==> src/rtl/demo_out_monitor.sv <==
// Change-capture monitor: timestamps each new value of in_value and queues it in a small FIFO.
// Optional macro DEMO_MON_OVERWRITE_EN: when full, overwrite the newest entry instead of dropping.
module demo_out_monitor #(
  parameter int DEPTH    = 4,
  parameter int TS_WIDTH = 16
) (
  input  logic                      clk,
  input  logic                      reset,
  input  logic [31:0]               in_value,
  input  logic                      enable,
  output logic                      out_valid,
  input  logic                      out_ready,
  output logic [31:0]               out_value,
  output logic [TS_WIDTH-1:0]       out_stamp,
  output logic [$clog2(DEPTH):0]    count,
  output logic                      overflow
);

  localparam int PTR_W   = $clog2(DEPTH);
  localparam int ENTRY_W = 32 + TS_WIDTH;

  localparam logic ST_INITIAL = 1'b0;
  localparam logic ST_RUN     = 1'b1;

  localparam logic [PTR_W-1:0]    PTR_ONE   = 1;
  localparam logic [PTR_W:0]      COUNT_ONE = 1;
  localparam logic [PTR_W:0]      COUNT_MAX = DEPTH;
  localparam logic [TS_WIDTH-1:0] TS_ONE    = 1;

  logic                 state_reg;
  logic [31:0]          last_reg;
  logic [TS_WIDTH-1:0]  ts_reg;
  logic [PTR_W-1:0]     wr_ptr_reg;
  logic [PTR_W-1:0]     rd_ptr_reg;
  logic [PTR_W:0]       count_reg;
  logic                 overflow_reg;
  logic [ENTRY_W-1:0]   head_reg;
  logic [ENTRY_W-1:0]   mem [DEPTH];

  logic                 change;
  logic                 pop;
  logic                 full;
  logic                 push_ok;
  logic                 drop;
  logic                 mem_we;
  logic [PTR_W-1:0]     mem_addr;
  logic [PTR_W-1:0]     rd_next;
  logic [PTR_W-1:0]     rd_addr;
  logic [ENTRY_W-1:0]   wr_data;

  assign change  = !reset && (state_reg == ST_RUN) && enable && (in_value != last_reg);
  assign pop     = (count_reg != '0) && out_ready;
  assign full    = (count_reg == COUNT_MAX);
  assign push_ok = change && (!full || pop);
  assign drop    = change && full && !pop;
  assign wr_data = {in_value, ts_reg};
  assign rd_next = pop ? rd_ptr_reg + PTR_ONE : rd_ptr_reg;
  assign rd_addr = reset ? '0 : rd_next;

`ifdef DEMO_MON_OVERWRITE_EN
  // A full FIFO with DEPTH >= 2 never has its head at wr_ptr-1, so the head is untouched.
  assign mem_we   = push_ok || drop;
  assign mem_addr = drop ? wr_ptr_reg - PTR_ONE : wr_ptr_reg;
`else
  assign mem_we   = push_ok;
  assign mem_addr = wr_ptr_reg;
`endif

  always_ff @(posedge clk) begin
    if (mem_we) begin
      mem[mem_addr] <= wr_data;
    end
  end

  // Registered head read; bypass covers an entry written into the slot being read this edge.
  always_ff @(posedge clk) begin
    if (mem_we && (mem_addr == rd_addr)) begin
      head_reg <= wr_data;
    end else begin
      head_reg <= mem[rd_addr];
    end
  end

  always_ff @(posedge clk) begin
    if (reset) begin
      state_reg    <= ST_INITIAL;
      ts_reg       <= '0;
      wr_ptr_reg   <= '0;
      rd_ptr_reg   <= '0;
      count_reg    <= '0;
      overflow_reg <= 1'b0;
    end else begin
      case (state_reg)
        ST_INITIAL: begin
          last_reg  <= in_value;
          ts_reg    <= '0;
          state_reg <= ST_RUN;
        end
        default: begin
          if (enable) begin
            ts_reg <= ts_reg + TS_ONE;
          end
          if (change) begin
            last_reg <= in_value;
          end
        end
      endcase
      if (push_ok) begin
        wr_ptr_reg <= wr_ptr_reg + PTR_ONE;
      end
      if (pop) begin
        rd_ptr_reg <= rd_ptr_reg + PTR_ONE;
      end
      if (push_ok && !pop) begin
        count_reg <= count_reg + COUNT_ONE;
      end else if (pop && !push_ok) begin
        count_reg <= count_reg - COUNT_ONE;
      end
      if (drop) begin
        overflow_reg <= 1'b1;
      end
    end
  end

  assign out_valid = (count_reg != '0);
  assign out_value = head_reg[ENTRY_W-1:TS_WIDTH];
  assign out_stamp = head_reg[TS_WIDTH-1:0];
  assign count     = count_reg;
  assign overflow  = overflow_reg;

endmodule

==> config.mk <==
export PLATFORM = sky130hd
export DESIGN_NAME = demo_out_monitor
export DESIGN_NICKNAME = d
export VERILOG_FILES = /design/src/rtl/demo_out_monitor.sv
export SDC_FILE = /design/constraint.sdc
export NUM_CORES = 1
export LEC_CHECK = 0
export CORE_MARGIN = 10
export CORE_UTILIZATION = 40
export CTS_CLUSTER_SIZE = 8
export DETAILED_ROUTE_END_ITERATION = 6
export GPL_TIMING_DRIVEN = 0
export PLACE_DENSITY = 0.55
export REMOVE_ABC_BUFFERS = 1
export SYNTH_ARGS = -nofsm -noshare
export SYNTH_HDL_FRONTEND = slang
export SYNTH_SLANG_ARGS = --single-unit
export TNS_END_PERCENT = 30
==> constraint.sdc <==
create_clock -name clk -period 6.4 [get_ports clk]
set_clock_uncertainty 0.2 [all_clocks]
set_input_delay 0.64 -clock clk [delete_from_list [all_inputs] [get_ports clk]]
set_output_delay 0.64 -clock clk [all_outputs]
set_load 0.02 [all_outputs]
# Word-level counts from Yosys, hierarchy flattened
# Memories as Yosys holds them, arrays and structs flattened. A register that Yosys moved wholly into a read port is not among the register bits.
# Cells that the tools add are included.
# word_totals
mem_bits_rw,192
reg_bits,57
memories,1
input_bits,36
out_inout_bits,53
# op_classes
bitwise_logic,2
reduce_logical,18
mux,9
addsub,5
n_eq_ne,3
# memory_table
name,depth,width,read_ports,rd_ports_with_merged_regs,write_ports,line_no,text
mem,4,48,1,1,1,38,logic [ENTRY_W-1:0] mem [DEPTH];
# op_table
operator,count
$mux W32,2
$ne A32 B32 Y1,1
$add A16 B1 Y16 const B,1
$logic_and A1 B1 Y1,9
$mux W3,2
$add A2 B1 Y2 const B,2
$logic_not A1 Y1,4
$mux W2,2
$add A3 B1 Y3 const B,1
$eq A3 B3 Y1 const B,1
$mux W1,3
$reduce_bool A3 Y1,1
$sub A3 B1 Y3 const B,1
$ne A2 B1 Y1 const B,1
$not A1 Y1,2
$reduce_and A2 Y1,1
$reduce_bool A2 Y1,1
$reduce_or A2 Y1,1
$logic_or A1 B1 Y1,1

# Logic depth before layout (Yosys ltp)
# depth
word_depth,9
mapped_depth,11

# Least setup slack after synthesis
# Ideal clock, no wire load.
# synth_path
kind,input-to-reg
start,in reset
end,mem mem[0][0] in the netlist's numbering (enable)
path_stages,4
path_slack_ns,2.444
t_arrival_ns,3.302
required_ns,5.746
cell_sequence,clkbuf_1 > nor2b_1 > o2111ai_4 > nor2_1
# synth_between
elab_chain_cells,7
# synth_lines
element,line_no,text
from (decl),8,"input logic reset,"
$logic_not A1 Y1,51,assign change = !reset && (state_reg == ST_RUN) && enable && (in_value != last_reg);
$logic_and A1 B1 Y1 (3 in series),51,
$logic_and A1 B1 Y1,54,assign push_ok = change && (!full || pop);
$mux W1,70,if (mem_we) begin
$mux W1 (implied by the code),71,mem[mem_addr] <= wr_data;
to (decl),38,
# Every way passes these cells.

# Final worst setup path
# layout_path
start,in in_value[17]
end,"reg count_reg[2], in the netlist count[2]"
# layout_between
elab_chain_cells,6
elab_cells_between_ends,8
classes_between,eq/ne: 1; mux: 1; reduce/logical: 6
# layout_lines
element,line_no,text
from (decl),9,"input logic [31:0] in_value,"
$ne A32 B32 Y1 (*),51,
$logic_and A1 B1 Y1 (*),51,
$logic_and A1 B1 Y1 (*),54,
via mem_we,45,logic mem_we;
$logic_not A1 Y1,116,end else if (pop && !push_ok) begin
$logic_and A1 B1 Y1,116,
$reduce_bool A2 Y1 (no source line),n/a,
to (signal assigned),115,count_reg <= count_reg + COUNT_ONE;
to (signal assigned),117,count_reg <= count_reg - COUNT_ONE;
to (decl),35,logic [PTR_W:0] count_reg;
# Mark *: on every way through the listed nets, which the timed path passes. The rest lies on a longest branch.
# A chain may end at the register's enable or synchronous reset.

==> metrics.csv <==
metric,value,unit
max_freq,274,MHz
p_comb_share,17.5,%
drive_gt1_share,17.8,%
vias_per_cell,5.01,
cts_setup_buffers,0,
synth_most_common_cell,edfxtp_1,
ant_nets,0,
ys_ff_latch,249,
die_x,173,µm
synth-main-ff-cell,edfxtp_1,
intPower,3.33,mW
worstMarginPinSlew,928,ps
finalHoldViolCount,0,
core_area,22800,µm²
finalWirelength,18400,µm
start_util,41.1,%
io-pin-count,89,
synth_top_cells_by_count,"224 x edfxtp_1, 48 x mux4_2, 41 x xor2_1, 25 x dfxtp_1, 23 x nor2_1",
r2r_setup_slack,3060,ps
dr.pass1.iters,4,
start_kind,input port,
hold_buffers,0,
ys_seq_area_share,77.0,%
nNetsFinal,623,
drc_errors,0,
worst-path-max-fanout,7,
synth_top_family_by_area,multiplexers,
wl_per_cell,20.3,µm
fin_crit,3650,ps
root_buffer,clkbuf_16,
grt_overflow,0,
synth-adder-area-share,1.01,%
die_h,173,µm
yosysWarningCount,0,
synth_cell_type_count,30,
drv_cap,0,
vias,4547,
crit_path_end_kind,flip-flop,
syn_inst,460,
top_usage_layer,met2,
place_inst,854,
synth_top_area_share,71.7,%
grt_use_total,12.3,%
cts_tree,done,
dpl_cell_area,10800,µm²
finish.utilization,51.8,%
setup_viol,0,
sw_frac_of_total,24.3,%
p_sw,1.07,mW
clock-sinks,249,
clkPwrFrac,39.1,%
cts_buffers,37,
yosysTopAreaCell,edfxtp_1,
synth.area.mux_share,12.0,%
dieArea,30000,µm²
gp_congestion,0.719,
grt_max_degree,50,
synth_edf_count,224,
clkTransAtPathRegs,50,ps
grt_use_met2,20.1,%
first_global_vias,4989,
grtUsageMet1,15.1,%
worstSkewPairLatency,500,ps
seqPwrFrac,43.4,%
final_area,11800,µm²
grtUsageMet3,3.90,%
power_density,372,nW/µm²
maxSlewViolCount,0,
portBuffers,88,
ys_async_sr_fraction,0,%
std_cell_rows,55,
post-route-period-util,57.0,%
antenna_cells,0,
h-tree-depth,2,
critical_path_class,input port to flip-flop,
hpwl,11100,µm
largest_register_ffs,192,
syn-cell-area,9380,µm²
required,6620,ps
synthXorXnorAreaFrac,4.48,%
ir_drop,190,µV
rsz0062_at_grt,no,
dp_slack,2180,ps
slew_headroom,38.0,%
power_leakage,3.84,nW
layout_setup_ws,2750,ps
area_delta_synth_final,26.1,%
fillers,1860,
drtIter0Drc,212,
grt_pass1_wl,28900,µm
critPathArrivalTime,3870,ps
status,"finished, final reports clean",
fin_cells,907,
synthSimpleGateAreaFrac,3.43,%
synth_area_leaders,"edfxtp_1 72%, mux4_2 12%, dfxtp_1 5.3%",
antenna_found_initial,1,
hold_path_class,flip-flop to flip-flop,
cts_resized,0,
synth_compound_area_share,0.933,%
clockBufferDepth,3,
synth_area_per_cell,20.4,µm²
## final timing paths
| path | end | start | cells after the start |
|---|---|---|---|
| worst min register to register | overflow | overflow | 1 |
| worst max-delay path | count[2] | in_value[17] | 12 |
| worst max register to register | count[2] | last_reg[17] | 11 |
| worst min-delay path | overflow | overflow | 1 |
## final cells by class
class                           count  area, µm²  area share [%]
Clock inverter                      2       17.5           0.148
Timing Repair Buffer               95       1040            8.75
Inverter                           12       45.0           0.381
Tap cell                          313        392            3.31
Clock buffer                       51       1020            8.62
Multi-Input combinational cell    185       2090            17.7
Sequential cell                   249       7230            61.1
## metrics by stage
stage,power (mW),hold WS (ps),setup TNS (ps)
finish,4.40,295,0
detailed placement,2.72,283,0
floorplan,2.36,269,0
global route,4.59,309,0
global placement,2.72,281,-49080
CTS,4.48,294,0
## kinds of logic (layout without fill, tap and decap cells)
| family | after synthesis | count (layout) |
|---|---|---|
| flip-flops | 249 | 249 |
| AND/OR/NAND/NOR | 66 | 66 |
| multiplexers | 52 | 52 |
| XOR/XNOR | 48 | 48 |
| buffers and inverters | 26 | 160 |
| AO/OA/AOI/OAI | 12 | 12 |
| adder cells (fa/ha/maj) | 7 | 7 |
## power groups by stage
| stage | Combinational (mW) | Sequential, mW | Clock (mW) |
|---|---|---|---|
| final | 0.768 | 1.91 | 1.72 |
| after global placement | 0.738 | 1.98 | 0 |
| after detailed placement | 0.779 | 1.94 | 0 |
| after CTS | 0.786 | 1.91 | 1.78 |
| after global routing | 0.820 | 1.92 | 1.85 |
| after floorplan | 0.407 | 1.95 | 0 |
## worst max-delay path: stages
cell	delay, ps
clkdlybuf4s50_1	510
xor2_1	190
nor4_1	430
nand4_1	370
o2111ai_4	540
inv_1	110
ha_1	250
inv_1	70
fa_1	190
xor2_1	90
or3_1	320
a21oi_1	150
## layout by cell type, fill, tap and decap left out, types with 2 or more instances in the layout
cell type          n
xnor2_1            7
nand4_1            3
nor2_1            19
nor3_1             4
o21ai_0            4
clkbuf_16         39
ha_1               6
or3_1              4
inv_1             12
buf_16             2
nor4_1             9
dfxtp_1           23
nand3_1            6
mux2i_1            3
buf_12             5
edfxtp_1         224
nor2_4             4
and3_1             2
mux4_2            48
nand2_1           11
clkbuf_1          12
dfxtp_4            2
a21oi_1            4
clkdlybuf4s50_1   88
xor2_1            41
## metal layers
layer | part of all wire [%] | vias to the layer above
met5 | 0.071 | -
met4 | 1.7 | 2
met3 | 5.4 | 28
met2 | 49 | 103
met1 | 44 | 2345
li1 | - | 2069
(Power assumes the default switching activity.)
